$ cat src/rtl/seg_scan_mux_pkg.sv
// Shared output-port constants and scan FSM encoding for the seven-segment scan driver.
package seg_scan_mux_pkg;

    typedef enum logic [2:0] {
        IDLE  = 3'd0,
        SHOW0 = 3'd1,
        DEAD0 = 3'd2,
        SHOW1 = 3'd3,
        DEAD1 = 3'd4
    } scan_state_t;

    localparam logic [6:0] SEG_BLANK = 7'h00;
    localparam logic [1:0] AN_NONE   = 2'b00;
    localparam logic [1:0] AN_DIG0   = 2'b01;
    localparam logic [1:0] AN_DIG1   = 2'b10;

    function automatic int max_int(input int a, input int b);
        return (a > b) ? a : b;
    endfunction

endpackage

$ cat src/rtl/seg_scan_mux_scan_phase_counter.sv
// Phase counter for the scan FSM: counts up from zero, flags done at limit-1, clears on restart.
module scan_phase_counter #(
    parameter int CNT_W = 2
) (
    input  logic             clk,
    input  logic             rst,
    input  logic             restart,
    input  logic [CNT_W:0]   limit,
    output logic             done
);

    logic [CNT_W-1:0] cnt;

    always_ff @(posedge clk or negedge rst) begin
        if (!rst) begin
            cnt <= '0;
        end else if (restart) begin
            cnt <= '0;
        end else begin
            cnt <= cnt + CNT_W'(1);
        end
    end

    // limit is one bit wider than cnt so a limit equal to 2**CNT_W stays representable
    assign done = ({1'b0, cnt} == (limit - (CNT_W+1)'(1)));

endmodule

$ cat src/rtl/seg_scan_mux.sv
// Two-digit seven-segment scan driver with blanking between digits and a per-frame tick.
// Define SEG_SCAN_ACTIVE_LOW_EN for inverted (common-anode) seg_out/an_out polarity.
//
// state | meaning
// IDLE  | display blank, waiting for en
// SHOW0 | digit 0 lit with hold0
// DEAD0 | blank gap after digit 0
// SHOW1 | digit 1 lit with hold1
// DEAD1 | blank gap after digit 1, then next frame
module seg_scan_mux
    import seg_scan_mux_pkg::*;
#(
    parameter int CLK_DIV     = 50000,
    parameter int DEAD_CYCLES = 16
) (
    input  logic       clk,
    input  logic       rst,
    input  logic       en,
    input  logic [6:0] reg1_seg,
    input  logic [6:0] reg2_seg,
    output logic [6:0] seg_out,
    output logic [1:0] an_out,
    output logic       frame_tick
);

    localparam int CNT_W = $clog2(max_int(CLK_DIV, DEAD_CYCLES));
    localparam logic [CNT_W:0] SHOW_LIM = (CNT_W+1)'(CLK_DIV);
    localparam logic [CNT_W:0] DEAD_LIM = (CNT_W+1)'(DEAD_CYCLES);

`ifdef SEG_SCAN_ACTIVE_LOW_EN
    localparam logic [6:0] SEG_RST = ~SEG_BLANK;
    localparam logic [1:0] AN_RST  = ~AN_NONE;
`else
    localparam logic [6:0] SEG_RST = SEG_BLANK;
    localparam logic [1:0] AN_RST  = AN_NONE;
`endif

    scan_state_t      state, state_nxt;
    logic [6:0]       hold0, hold1, hold0_nxt, hold1_nxt;
    logic [6:0]       seg_nxt, seg_drv;
    logic [1:0]       an_nxt, an_drv;
    logic             tick_nxt;
    logic             restart, done;
    logic [CNT_W:0]   limit;

    scan_phase_counter #(.CNT_W(CNT_W)) u_phase_cnt (
        .clk     (clk),
        .rst     (rst),
        .restart (restart),
        .limit   (limit),
        .done    (done)
    );

    always_comb begin
        state_nxt = state;
        case (state)
            IDLE:    if (en) state_nxt = SHOW0;
            SHOW0:   if (!en) state_nxt = IDLE; else if (done) state_nxt = DEAD0;
            DEAD0:   if (!en) state_nxt = IDLE; else if (done) state_nxt = SHOW1;
            SHOW1:   if (!en) state_nxt = IDLE; else if (done) state_nxt = DEAD1;
            DEAD1:   if (!en) state_nxt = IDLE; else if (done) state_nxt = SHOW0;
            default: state_nxt = IDLE;
        endcase
    end

    always_comb begin
        restart   = (state_nxt != state) || (state == IDLE);
        limit     = (state == SHOW0 || state == SHOW1) ? SHOW_LIM : DEAD_LIM;
        // snapshot only on phase entry so mid-phase input changes never reach the bus
        hold0_nxt = (state_nxt == SHOW0 && state != SHOW0) ? reg1_seg : hold0;
        hold1_nxt = (state_nxt == SHOW1 && state != SHOW1) ? reg2_seg : hold1;
        tick_nxt  = (state == DEAD1) && (state_nxt == SHOW0);
        seg_nxt   = SEG_BLANK;
        an_nxt    = AN_NONE;
        case (state_nxt)
            SHOW0: begin
                seg_nxt = hold0_nxt;
                an_nxt  = AN_DIG0;
            end
            SHOW1: begin
                seg_nxt = hold1_nxt;
                an_nxt  = AN_DIG1;
            end
            default: begin
                seg_nxt = SEG_BLANK;
                an_nxt  = AN_NONE;
            end
        endcase
    end

`ifdef SEG_SCAN_ACTIVE_LOW_EN
    assign seg_drv = ~seg_nxt;
    assign an_drv  = ~an_nxt;
`else
    assign seg_drv = seg_nxt;
    assign an_drv  = an_nxt;
`endif

    always_ff @(posedge clk or negedge rst) begin
        if (!rst) begin
            state      <= IDLE;
            hold0      <= SEG_BLANK;
            hold1      <= SEG_BLANK;
            seg_out    <= SEG_RST;
            an_out     <= AN_RST;
            frame_tick <= 1'b0;
        end else begin
            state      <= state_nxt;
            hold0      <= hold0_nxt;
            hold1      <= hold1_nxt;
            seg_out    <= seg_drv;
            an_out     <= an_drv;
            frame_tick <= tick_nxt;
        end
    end

endmodule

$ cat config.mk
export PLATFORM = sky130hd
export DESIGN_NAME = seg_scan_mux
export DESIGN_NICKNAME = d
export VERILOG_FILES = /design/src/rtl/seg_scan_mux_pkg.sv /design/src/rtl/seg_scan_mux_scan_phase_counter.sv /design/src/rtl/seg_scan_mux.sv
export SDC_FILE = /design/constraint.sdc
export NUM_CORES = 1
export LEC_CHECK = 0
export CORE_ASPECT_RATIO = 1.2
export CORE_MARGIN = 5
export CORE_UTILIZATION = 58
export CTS_BUF_LIST = sky130_fd_sc_hd__clkbuf_4 sky130_fd_sc_hd__clkbuf_8 sky130_fd_sc_hd__clkbuf_16
export CTS_CLUSTER_DIAMETER = 100
export DETAILED_ROUTE_END_ITERATION = 10
export PLACE_DENSITY = 0.83
export SETUP_SLACK_MARGIN = 0.15
export SLEW_MARGIN = 20
export SYNTH_ARGS = -nofsm -noshare
export SYNTH_HDL_FRONTEND = slang
export SYNTH_SLANG_ARGS = --single-unit
$ cat constraint.sdc
create_clock -name clk -period 7 [get_ports clk]
set_clock_uncertainty 0.2 [all_clocks]
set_input_delay 1.05 -clock clk [delete_from_list [all_inputs] [get_ports clk]]
set_output_delay 1.05 -clock clk [all_outputs]
set_load 0.01 [all_outputs]
==> key figures <==
Finish
  – Share of cells above drive strength 1: 0.09360
  – Antenna Cells: 0
  – Final net count: 220
  – Layout area overhead: 17.73%
  – Layout Cells excl Fill: 240
  – Fillers: 225

Floorplanning
  – I/O pin total: 27
  – Die Width: ~64 um
  – Die ar.: approximately 4800 sq um
  – Initial Utilization: 0.6035
  – Die Height: ~75 um
  – Core area: 3367 sq um
  – FP Rows: 23

Synthesis
  – Synth warn: 0
  – Synth area leaders: dfrtp_1, mux2_4, nand3_1
  – Async set-reset flop share out of synthesis: 1.000
  – Post-synth top cells: dfrtp_1, nor2_1, nand3_1
  – Mapped Cells: 180
  – Syn_nets: 198
  – Count leader, synth: dfrtp_1
  – Register area share after synthesis: 0.5296
  – Yosys top cell by area: dfrtp_1
  – Post-Synthesis Mean Instance Area: 11.29 sq um
  – Yosys reg bits: 43
  – Post-synth top flop: dfrtp_1
  – Top cell type's share of synthesized area: 0.5296
  – Yosys cell types: 33
  – Netlist Area Pre-Place: 2032 sq um
  – EDFF count, synth: 0

Timing
  – Slew Limit Headroom: 0.3915
  – Final setup vio count: 0
  – Fin Setup TNS: 0 ns
  – Worst slew pin tran: just over 0.9 ns
  – Period Utilization, post-route: 0.4341
  – Unrepaired setup endpoints after global routing: no
  – Max Slew Vio Count: 0
  – Hold Violations, Final: 0
  – WHS: 0.2709 ns
  – Max frequency: 329.1 MHz
  – Min cycle time layout: 3.038 ns

Power and ir drop
  – Switching Fraction: 0.2120
  – Clock power share: 0.390
  – Psw: about 110 uW
  – Combinational share of power: 0.085
  – Pwr Density: 211.0 nW/um^2
  – Int Power: a little under 400 uW
  – Max VDD drop: 0.0001865 V
  – Flop pwr share: 0.525
  – Static Leak: 0.001026 uW
  – Total Power: roughly 500 uW

Setup path
  – Critical Path RT: 6.98 ns
  – Crit-path max cell delay: 0.68 ns
  – Cell family with most CP delay: simple AND/OR/NAND/NOR gates
  – Crit-path cells: nand2b_1, nor3_1, o2111ai_2, nand2_1, and3_1, mux2_1
  – Worst Path Max Fanout: 21
  – Setup crit start kind: flop
  – Worst path arrival time: 3.02 ns
  – CP max stage cell: dfrtp_1
  – Crit end category: flop
  – Crit Path Category: reg -> reg
  – Critical path buffers and inverters: 0

Global route
  – Gr ovfl total: 0
  – Pin count of the biggest net entering global routing: 44
  – All-Layer GR Usage: 0.1864
  – Vias in the first global route: 1434
  – Initial antenna violation count: 0
  – First-pass GRT wire length: 6955 um

Placed design
  – Gpl congestion: roughly 0.98
  – HPWL after DPL: 2894 um
  – Port Buffers: 26
  – Dpl cells: about 230

Routing
  – Via density: 6.046
  – Routed met3 length: 224 um
  – Met2 WL: 2013 um
  – Remaining DRCs: 0
  – Detail Route Antenna Nets: 0
  – Number of vias in the routed layout: 1451
  – Post-Route WL: 4034 um
  – Initial DRC Count: 70
  – DR WL/cell: 16.81 um
  – First-pass DRT Iterations: 4
  – DRT met1 WL: roughly 1700 um
  – DR top layer: met4

Clock network
  – Hold Buf Count CTS: 0
  – CTS tree: yes
  – H-tree depth: 2
  – Inserted Clock Buffers: 5
  – Clk buf depth: 2
  – Worst skew pair latency: 0.29 ns
  – Sink Count: between 40 and 50
  – Clock Root Buffer: clkbuf_8
  – Clk slew on worst S/H paths: ~0.08 ns
  – Total setup buffers inserted after CTS: 0
  – Post-cts sizing count: 0

Flow run
  – Max-cap viol count: 0

Outcome
  – Status: finished, final reports clean

Worst hold path
  – Hold Crit Class: reg -> reg
==> layout by cell type (no fill, tap or decap), types with 3 or more instances in the layout <==
master and instances:
dfrtp_1 43, clkdlybuf4s50_1 25, nor2_1 21, nand3_1 18
xor2_1 9, a21oi_1 8, nand3b_1 8, xnor2_1 8
mux2_1 7, mux2_4 7, a221o_1 7, and3_1 6
clkbuf_8 6, nand2_1 5, nor3_1 3
==> power groups by stage <==
stage	Clock, uW	Combinational, uW	Sequential (uW)
final	197	42.8	265
after global routing	214	46.6	267
after CTS	201	43.4	265
after detailed placement	0	43.2	270
after global placement	0	41.3	269
after floorplan	0	17.6	270
==> metal layers <==
layer | vias up | global-route usage
met3 | 12 | 0.05373
met1 | 723 | 0.2311
li1 | 673 | -
met4 | 0 | 0.08314
met5 | - | 0
met2 | 43 | 0.3050
==> cells by family (layout without fill, tap and decap cells) <==
family,Yosys count,in the layout,share of synthesized area
xor+xnor,17,17,0.07328
flops,43,43,0.5296
buf+inv,12,35,0.03078
simple gates,73,73,0.1915
fa+ha+maj,1,1,0.006157
compound gates,20,20,0.07820
mux,14,14,0.09052
==> metrics by stage <==
step	setup slack, ns	area [sq um]	util
after floorplan	4.503	2032	-
final	3.962	2392	0.7105
after global routing	3.801	2392	0.7105
after detailed placement	3.783	2275	0.6756
after CTS	4.020	2392	0.7105
after global placement	3.900	2275	0.6756
==> sequential cells by signal, summed over array words and instances, names as in the netlist <==
| register | flops |
|---|---|
| an_out | 2 |
| hold1 | 7 |
| frame_tick | 1 |
| u_phase_cnt.cnt | 16 |
| hold0 | 7 |
| seg_out | 7 |
| state | 3 |
==> worst paths after layout <==
path	start	to	cells past startpoint	slack (ns)
setup reg to reg	state[0]	hold0[6]	6	3.96
hold reg to reg	u_phase_cnt.cnt[0]	u_phase_cnt.cnt[0]	1	0.27
hold / removal	u_phase_cnt.cnt[0]	u_phase_cnt.cnt[0]	1	0.27
setup / recovery	state[0]	hold0[6]	6	3.96
min in group asynchronous	rst	hold1[0]	1	0.68
max in group asynchronous	rst	u_phase_cnt.cnt[14]	1	5.35
==> final cells by class <==
cell class                      count  area, sq um  share of cell area
Timing Repair Buffer               26        255.2              0.1067
Multi-Input combinational cell    125        893.4              0.3734
Clock buffer                        6        82.58             0.03452
Sequential cell                    43         1076              0.4498
Inverter                            1        3.754            0.001569
Tap cell                           37        46.29             0.01935
Clock inverter                      2        35.03             0.01464
No activity file was read; power rests on OpenSTA's default activity.
